$ cat src/rtl/uart_alu_ctrl.sv
// uart_alu_ctrl: collects operand A, operand B and opcode bytes, drives the ALU and sends the result to uart_tx.
// Define UART_CTRL_STATUS_EN to also send a {carry, zero} status byte after each result byte.
module uart_alu_ctrl #(
    parameter int NB_DATA     = 8,
    parameter int NB_OP       = 6,
    parameter int TIMEOUT_CYC = 1000000
) (
    input  logic               clk,
    input  logic               reset,
    input  logic               rx_done_tick,
    input  logic [NB_DATA-1:0] rx_data,
    input  logic               tx_done_tick,
    input  logic [NB_DATA-1:0] alu_result,
    input  logic               alu_zero,
    input  logic               alu_carry,
    output logic [NB_DATA-1:0] alu_a,
    output logic [NB_DATA-1:0] alu_b,
    output logic [NB_OP-1:0]   alu_op,
    output logic               tx_start,
    output logic [NB_DATA-1:0] tx_data,
    output logic               busy,
    output logic               err_timeout,
    output logic               rx_overrun
);
    localparam int NB_CNT = (TIMEOUT_CYC > 0) ? $clog2(TIMEOUT_CYC + 1) : 1;
    localparam logic [NB_CNT-1:0] CNT_LAST = NB_CNT'((TIMEOUT_CYC > 0) ? TIMEOUT_CYC - 1 : 0);
    typedef enum logic [2:0] {WAIT_A, WAIT_B, WAIT_OP, EXEC, SEND, WAIT_TX, SEND_ST, WAIT_ST} state_t;
    state_t            r_state, w_next;
    logic [NB_CNT-1:0] r_cnt;
    logic              w_collect, w_timeout;
    assign w_collect = (r_state == WAIT_B) || (r_state == WAIT_OP);
    assign w_timeout = (TIMEOUT_CYC != 0) && w_collect && !rx_done_tick && (r_cnt == CNT_LAST);
    assign tx_start  = (r_state == SEND) || (r_state == SEND_ST);
    assign busy      = r_state != WAIT_A;
`ifdef UART_CTRL_STATUS_EN
    logic [1:0] r_status;
    always_ff @(posedge clk)
        if (reset) r_status <= '0;
        else if (r_state == EXEC) r_status <= {alu_carry, alu_zero};
`else
    logic w_unused_flags;
    assign w_unused_flags = alu_zero ^ alu_carry;
`endif
    always_comb begin
        w_next = r_state;
        case (r_state)
            WAIT_A:  w_next = rx_done_tick ? WAIT_B : WAIT_A;
            WAIT_B:  w_next = rx_done_tick ? WAIT_OP : w_timeout ? WAIT_A : WAIT_B;
            WAIT_OP: w_next = rx_done_tick ? EXEC : w_timeout ? WAIT_A : WAIT_OP;
            EXEC:    w_next = SEND;
            SEND:    w_next = WAIT_TX;
`ifdef UART_CTRL_STATUS_EN
            WAIT_TX: w_next = tx_done_tick ? SEND_ST : WAIT_TX;
            SEND_ST: w_next = WAIT_ST;
            WAIT_ST: w_next = tx_done_tick ? WAIT_A : WAIT_ST;
`else
            WAIT_TX: w_next = tx_done_tick ? WAIT_A : WAIT_TX;
`endif
            default: w_next = WAIT_A;
        endcase
    end
    always_ff @(posedge clk) begin
        if (reset) begin
            r_state     <= WAIT_A;
            r_cnt       <= '0;
            alu_a       <= '0;
            alu_b       <= '0;
            alu_op      <= '0;
            tx_data     <= '0;
            err_timeout <= 1'b0;
            rx_overrun  <= 1'b0;
        end else begin
            r_state     <= w_next;
            // counter saturates so a disabled timeout never wraps
            r_cnt       <= (!w_collect || rx_done_tick) ? '0 : (&r_cnt) ? r_cnt : r_cnt + NB_CNT'(1);
            err_timeout <= w_timeout;
            rx_overrun  <= rx_done_tick && busy && !w_collect;
            if (rx_done_tick && r_state == WAIT_A) alu_a <= rx_data;
            if (rx_done_tick && r_state == WAIT_B) alu_b <= rx_data;
            if (rx_done_tick && r_state == WAIT_OP) alu_op <= rx_data[NB_OP-1:0];
            if (r_state == EXEC) tx_data <= alu_result;
`ifdef UART_CTRL_STATUS_EN
            if (r_state == WAIT_TX && tx_done_tick) tx_data <= {{(NB_DATA-2){1'b0}}, r_status};
`endif
        end
    end
endmodule

$ cat config.mk
export PLATFORM = sky130hd
export DESIGN_NAME = uart_alu_ctrl
export DESIGN_NICKNAME = d
export VERILOG_FILES = /design/src/rtl/uart_alu_ctrl.sv
export SDC_FILE = /design/constraint.sdc
export NUM_CORES = 1
export LEC_CHECK = 0
export BUFFER_PORTS_ARGS = -buffer_cell sky130_fd_sc_hd__buf_2
export CAP_MARGIN = 5
export CORE_ASPECT_RATIO = 0.75
export CORE_MARGIN = 3
export CORE_UTILIZATION = 45
export CTS_BUF_LIST = sky130_fd_sc_hd__clkbuf_16
export CTS_CLUSTER_SIZE = 8
export DETAILED_ROUTE_END_ITERATION = 12
export PLACE_DENSITY = 0.76
export SLEW_MARGIN = 20
export SYNTH_ARGS = -nofsm -noshare
export SYNTH_HDL_FRONTEND = slang
export SYNTH_SLANG_ARGS = --single-unit
export TNS_END_PERCENT = 10
$ cat constraint.sdc
create_clock -name clk -period 1.85 [get_ports clk]
set_input_delay 0.0925 -clock clk [delete_from_list [all_inputs] [get_ports clk]]
set_output_delay 0.0925 -clock clk [all_outputs]
set_load 0.01 [all_outputs]
==> run summary <==
====================================================================================================
Initial DRT Pass Iterations                                                                        4
Synth area leader                                                                       sky130_fd_sc_hd__dfxtp_1
Register bit count reported by yosys                                                              55
Postcts setup bufs                                                                                 0
Post-route fraction of the period consumed by the critical path                                92.9%
Capturing element of the worst setup path                                                   r_cnt[2]
Width of the die                                                                             90.1 um
Fraction of synthesis flops using an asynchronous set or reset pin                                0%
CTS root buffer                                                                         sky130_fd_sc_hd__clkbuf_16
Post-detailed-placement half-perimeter wirelength                                            3.68 mm
Mean area per synthesized cell                                                              8.80 um2
Count of endpoints failing hold in the final timing report                                         0
Routed wire length                                                                           5.15 mm
Number of enable-type register cells in the synthesized netlist                                    0
Insertion delay to the later sink of the worst-skew pair                                      290 ps
I/O pin total                                                                                     56
Kind of start point of the critical path                                                        flop
Total number of vias                                                                            2029
Synth area leaders                                                                      sky130_fd_sc_hd__dfxtp_1 46%, sky130_fd_sc_hd__nand2_1 9.0%, sky130_fd_sc_hd__a21oi_1 5.9%
End of the worst register-to-register path                                                  r_cnt[2]
Type of the worst min-delay path                                                        primary input to flop
Number of global-route vias before repair                                                       1782
Antenna violations before repair                                                                   0
Setup repair after global routing missed its margin                                            false
Vias per cell                                                                                   5.09
# port buffers                                                                                    53
Maximum resistive drop on vdd                                                               0.467 mV
Fraction of final layout cells sized beyond drive strength 1                                   29.4%
Worst-path fanout max                                                                              7
Power density cells                                                                       839 nW/um2
Iteration-0 DRC Markers                                                                           76
Area fraction of the dominant cell type after synthesis                                        46.1%
Clock Skew                                                                                   6.77 ps
Time the final worst path needs with I/O delays and setup                                    1720 ps
Count of fill cells added during filler insertion                                                465
Largest net degree at the start of global routing                                                 36
Reg2Reg Setup Slack                                                                           130 ps
Startpoint of the worst-slack reg-to-reg timing path                                        r_cnt[0]
Synthesized netlist cell count                                                                   271
Resize count post-CTS                                                                              0
CTS tree                                                                                        done
Net count, final                                                                                 350
Nature of the critical path endpoint                                                            flop
Final setup violation count                                                                        0
# H-tree levels                                                                                    2
Final Total Pwr                                                                              2.45 mW
Result of the run                                                                       finished, final reports clean
Worst Reg-to-Reg Cells                                                                             7
Layout area overhead                                                                           22.5%
Max-Cap Viols                                                                                      0
Die outline area                                                                            6220 um2
Number of antenna diodes                                                                           0
Number of nets in the synthesized netlist                                                        294
Post-DRT Antenna Nets                                                                              0
Y dimension of the die                                                                       69.1 um
Worst Tran Pin Value                                                                          484 ps
Endpoint required time on the critical path                                                  2010 ps
Number of DRC violations after detailed routing                                                    0
GRT Residual Overflow                                                                              0
Placeable core area                                                                         5010 um2
Global placement routability congestion                                                        0.825
Static Leak                                                                                  1.20 nW
Number of buffers created by CTS                                                                   5
Wire length of the first global-routing pass                                                 8.49 mm
Max transition margin                                                                          67.6%
Most common flop cell mapped by yosys                                                   sky130_fd_sc_hd__dfxtp_1
Worst Hold Slack                                                                             38.1 ps
Fmax achieved                                                                                582 MHz
Critical path type                                                                      flop to flop
Final max-slew violation count                                                                     0
Post-detailed-route wirelength per cell                                                      12.9 um
Fraction of the yosys area taken by sequential cells                                           46.1%
Site Rows                                                                                         22
Critical path startpoint                                                                    r_cnt[0]
Yosys synthesis warning count                                                                      0
Netlist area before placement                                                               2390 um2
Number of different library cells in the post-synthesis netlist                                   51
GRT Overall Usage                                                                              16.6%
Arrival time reported for the critical path endpoint                                         1880 ps
Clock-pin slew reported for the worst setup and hold paths after clock tree synthesis          70 ps
Maximum count of clock buffers along a single path                                                 2
Clock Sinks                                                                                       55
Post-CTS Hold Fix Bufs                                                                             0
Sum of negative setup slack                                                                     0 ps
Starting utilization of the core area                                                          47.6%
====================================================================================================
cell usage after synthesis, types with 2 or more instances:
cell type / count
sky130_fd_sc_hd__and3_1: 4
sky130_fd_sc_hd__nand3_1: 3
sky130_fd_sc_hd__a31oi_1: 5
sky130_fd_sc_hd__xor2_1: 13
sky130_fd_sc_hd__and4_1: 2
sky130_fd_sc_hd__o211ai_1: 2
sky130_fd_sc_hd__or3_1: 2
sky130_fd_sc_hd__or2_2: 2
sky130_fd_sc_hd__nand4_4: 2
sky130_fd_sc_hd__o21ai_0: 2
sky130_fd_sc_hd__mux2i_1: 6
sky130_fd_sc_hd__nand3_2: 3
sky130_fd_sc_hd__buf_2: 4
sky130_fd_sc_hd__o21ai_2: 3
sky130_fd_sc_hd__clkbuf_1: 9
sky130_fd_sc_hd__nor3b_1: 2
sky130_fd_sc_hd__nor2_1: 26
sky130_fd_sc_hd__nand2_1: 57
sky130_fd_sc_hd__a211oi_1: 2
sky130_fd_sc_hd__dfxtp_1: 55
sky130_fd_sc_hd__buf_6: 2
sky130_fd_sc_hd__o21ai_1: 4
sky130_fd_sc_hd__nor2_2: 2
sky130_fd_sc_hd__nor4_1: 2
sky130_fd_sc_hd__nor3_1: 3
sky130_fd_sc_hd__nor2b_1: 2
sky130_fd_sc_hd__a21oi_1: 28
sequential cells by signal, summed over array words and instances, names as in the netlist:
register,cells
r_cnt,20
alu_a,8
alu_b,8
tx_data,8
alu_op,6
r_state,3
err_timeout,1
rx_overrun,1
worst min-delay path by stage:
stage | from | endpoint | slack [ps] | cells after the start
floorplan | rx_data[0] | alu_a[0] | 230 | 2
global placement | alu_result[1] | tx_data[1] | 330 | 3
detailed placement | alu_result[1] | tx_data[1] | 340 | 3
CTS | alu_result[1] | tx_data[1] | 40 | 3
global route | alu_result[3] | tx_data[3] | 50 | 3
finish | alu_result[1] | tx_data[1] | 40 | 3
area by class of cell:
class                   count  area [um2]  area share, %
repair buffers             64         348           11.9
flip-flops and latches     55        1100           37.7
clock inverters             2        37.5           1.28
inverters                   2        7.51          0.257
well taps                  72        90.1           3.08
clock buffers               5         125           4.28
multi-input cells         199        1210           41.5
per-stage QoR:
| stage | setup WS, ps | util, % | instances | instance area, um2 |
|---|---|---|---|---|
| finish | 132 | 58.4 | 399 | 2920 |
| CTS | 54.8 | 58.1 | 399 | 2910 |
| detailed placement | 67.8 | 54.8 | 392 | 2750 |
| global route | 6.86 | 58.4 | 399 | 2920 |
| global placement | 93.6 | 54.8 | 392 | 2750 |
| floorplan | 160 | - | 271 | 2390 |
cells by family after synthesis:
kind of cell    share of synthesized area [%]
mux                                      2.52
simple gates                             29.2
flops                                    46.1
compound gates                           13.4
fa+ha+maj                               0.524
xor+xnor                                 4.77
buf+inv                                  3.51
metal layers:
metal,up-vias,wire length [um],global-route usage [%]
met5,-,0,0
met4,0,57,4.58
met3,5,258,4.25
met2,46,2270,24.8
met1,936,2560,23.6
li1,1042,-,-
critical path, stage by stage, from the launching register on:
cell and delay [ps]:
sky130_fd_sc_hd__dfxtp_1 380, sky130_fd_sc_hd__ha_4 180, sky130_fd_sc_hd__nand4_4 100, sky130_fd_sc_hd__or3_1 340, sky130_fd_sc_hd__buf_4 190, sky130_fd_sc_hd__o21ai_1 150, sky130_fd_sc_hd__xor2_1 190, sky130_fd_sc_hd__nor2_1 70
layout by cell type, fill, tap and decap left out, types with 2 or more instances in the layout:
cell type	instances
sky130_fd_sc_hd__nand3_1	3
sky130_fd_sc_hd__o21ai_0	2
sky130_fd_sc_hd__a31oi_1	5
sky130_fd_sc_hd__o211ai_1	2
sky130_fd_sc_hd__a211oi_1	2
sky130_fd_sc_hd__o21ai_2	3
sky130_fd_sc_hd__clkbuf_16	5
sky130_fd_sc_hd__mux2i_1	6
sky130_fd_sc_hd__buf_4	11
sky130_fd_sc_hd__dfxtp_1	54
sky130_fd_sc_hd__nor3b_1	2
sky130_fd_sc_hd__nand2_1	57
sky130_fd_sc_hd__o21ai_1	4
sky130_fd_sc_hd__or2_2	2
sky130_fd_sc_hd__and3_1	4
sky130_fd_sc_hd__or3_1	2
sky130_fd_sc_hd__nor4_1	2
sky130_fd_sc_hd__nand3_2	3
sky130_fd_sc_hd__nor2_1	26
sky130_fd_sc_hd__nand4_4	2
sky130_fd_sc_hd__and4_1	2
sky130_fd_sc_hd__buf_2	53
sky130_fd_sc_hd__nor3_1	3
sky130_fd_sc_hd__a21oi_1	28
sky130_fd_sc_hd__nor2b_1	2
sky130_fd_sc_hd__xor2_1	13
sky130_fd_sc_hd__nor2_2	2
report_power, final:
part | switching (mW) | internal [mW]
logic | 0.111 | 0.0783
registers | 0.0174 | 1.21
clock network | 0.402 | 0.631
(Power assumes the default switching activity.)
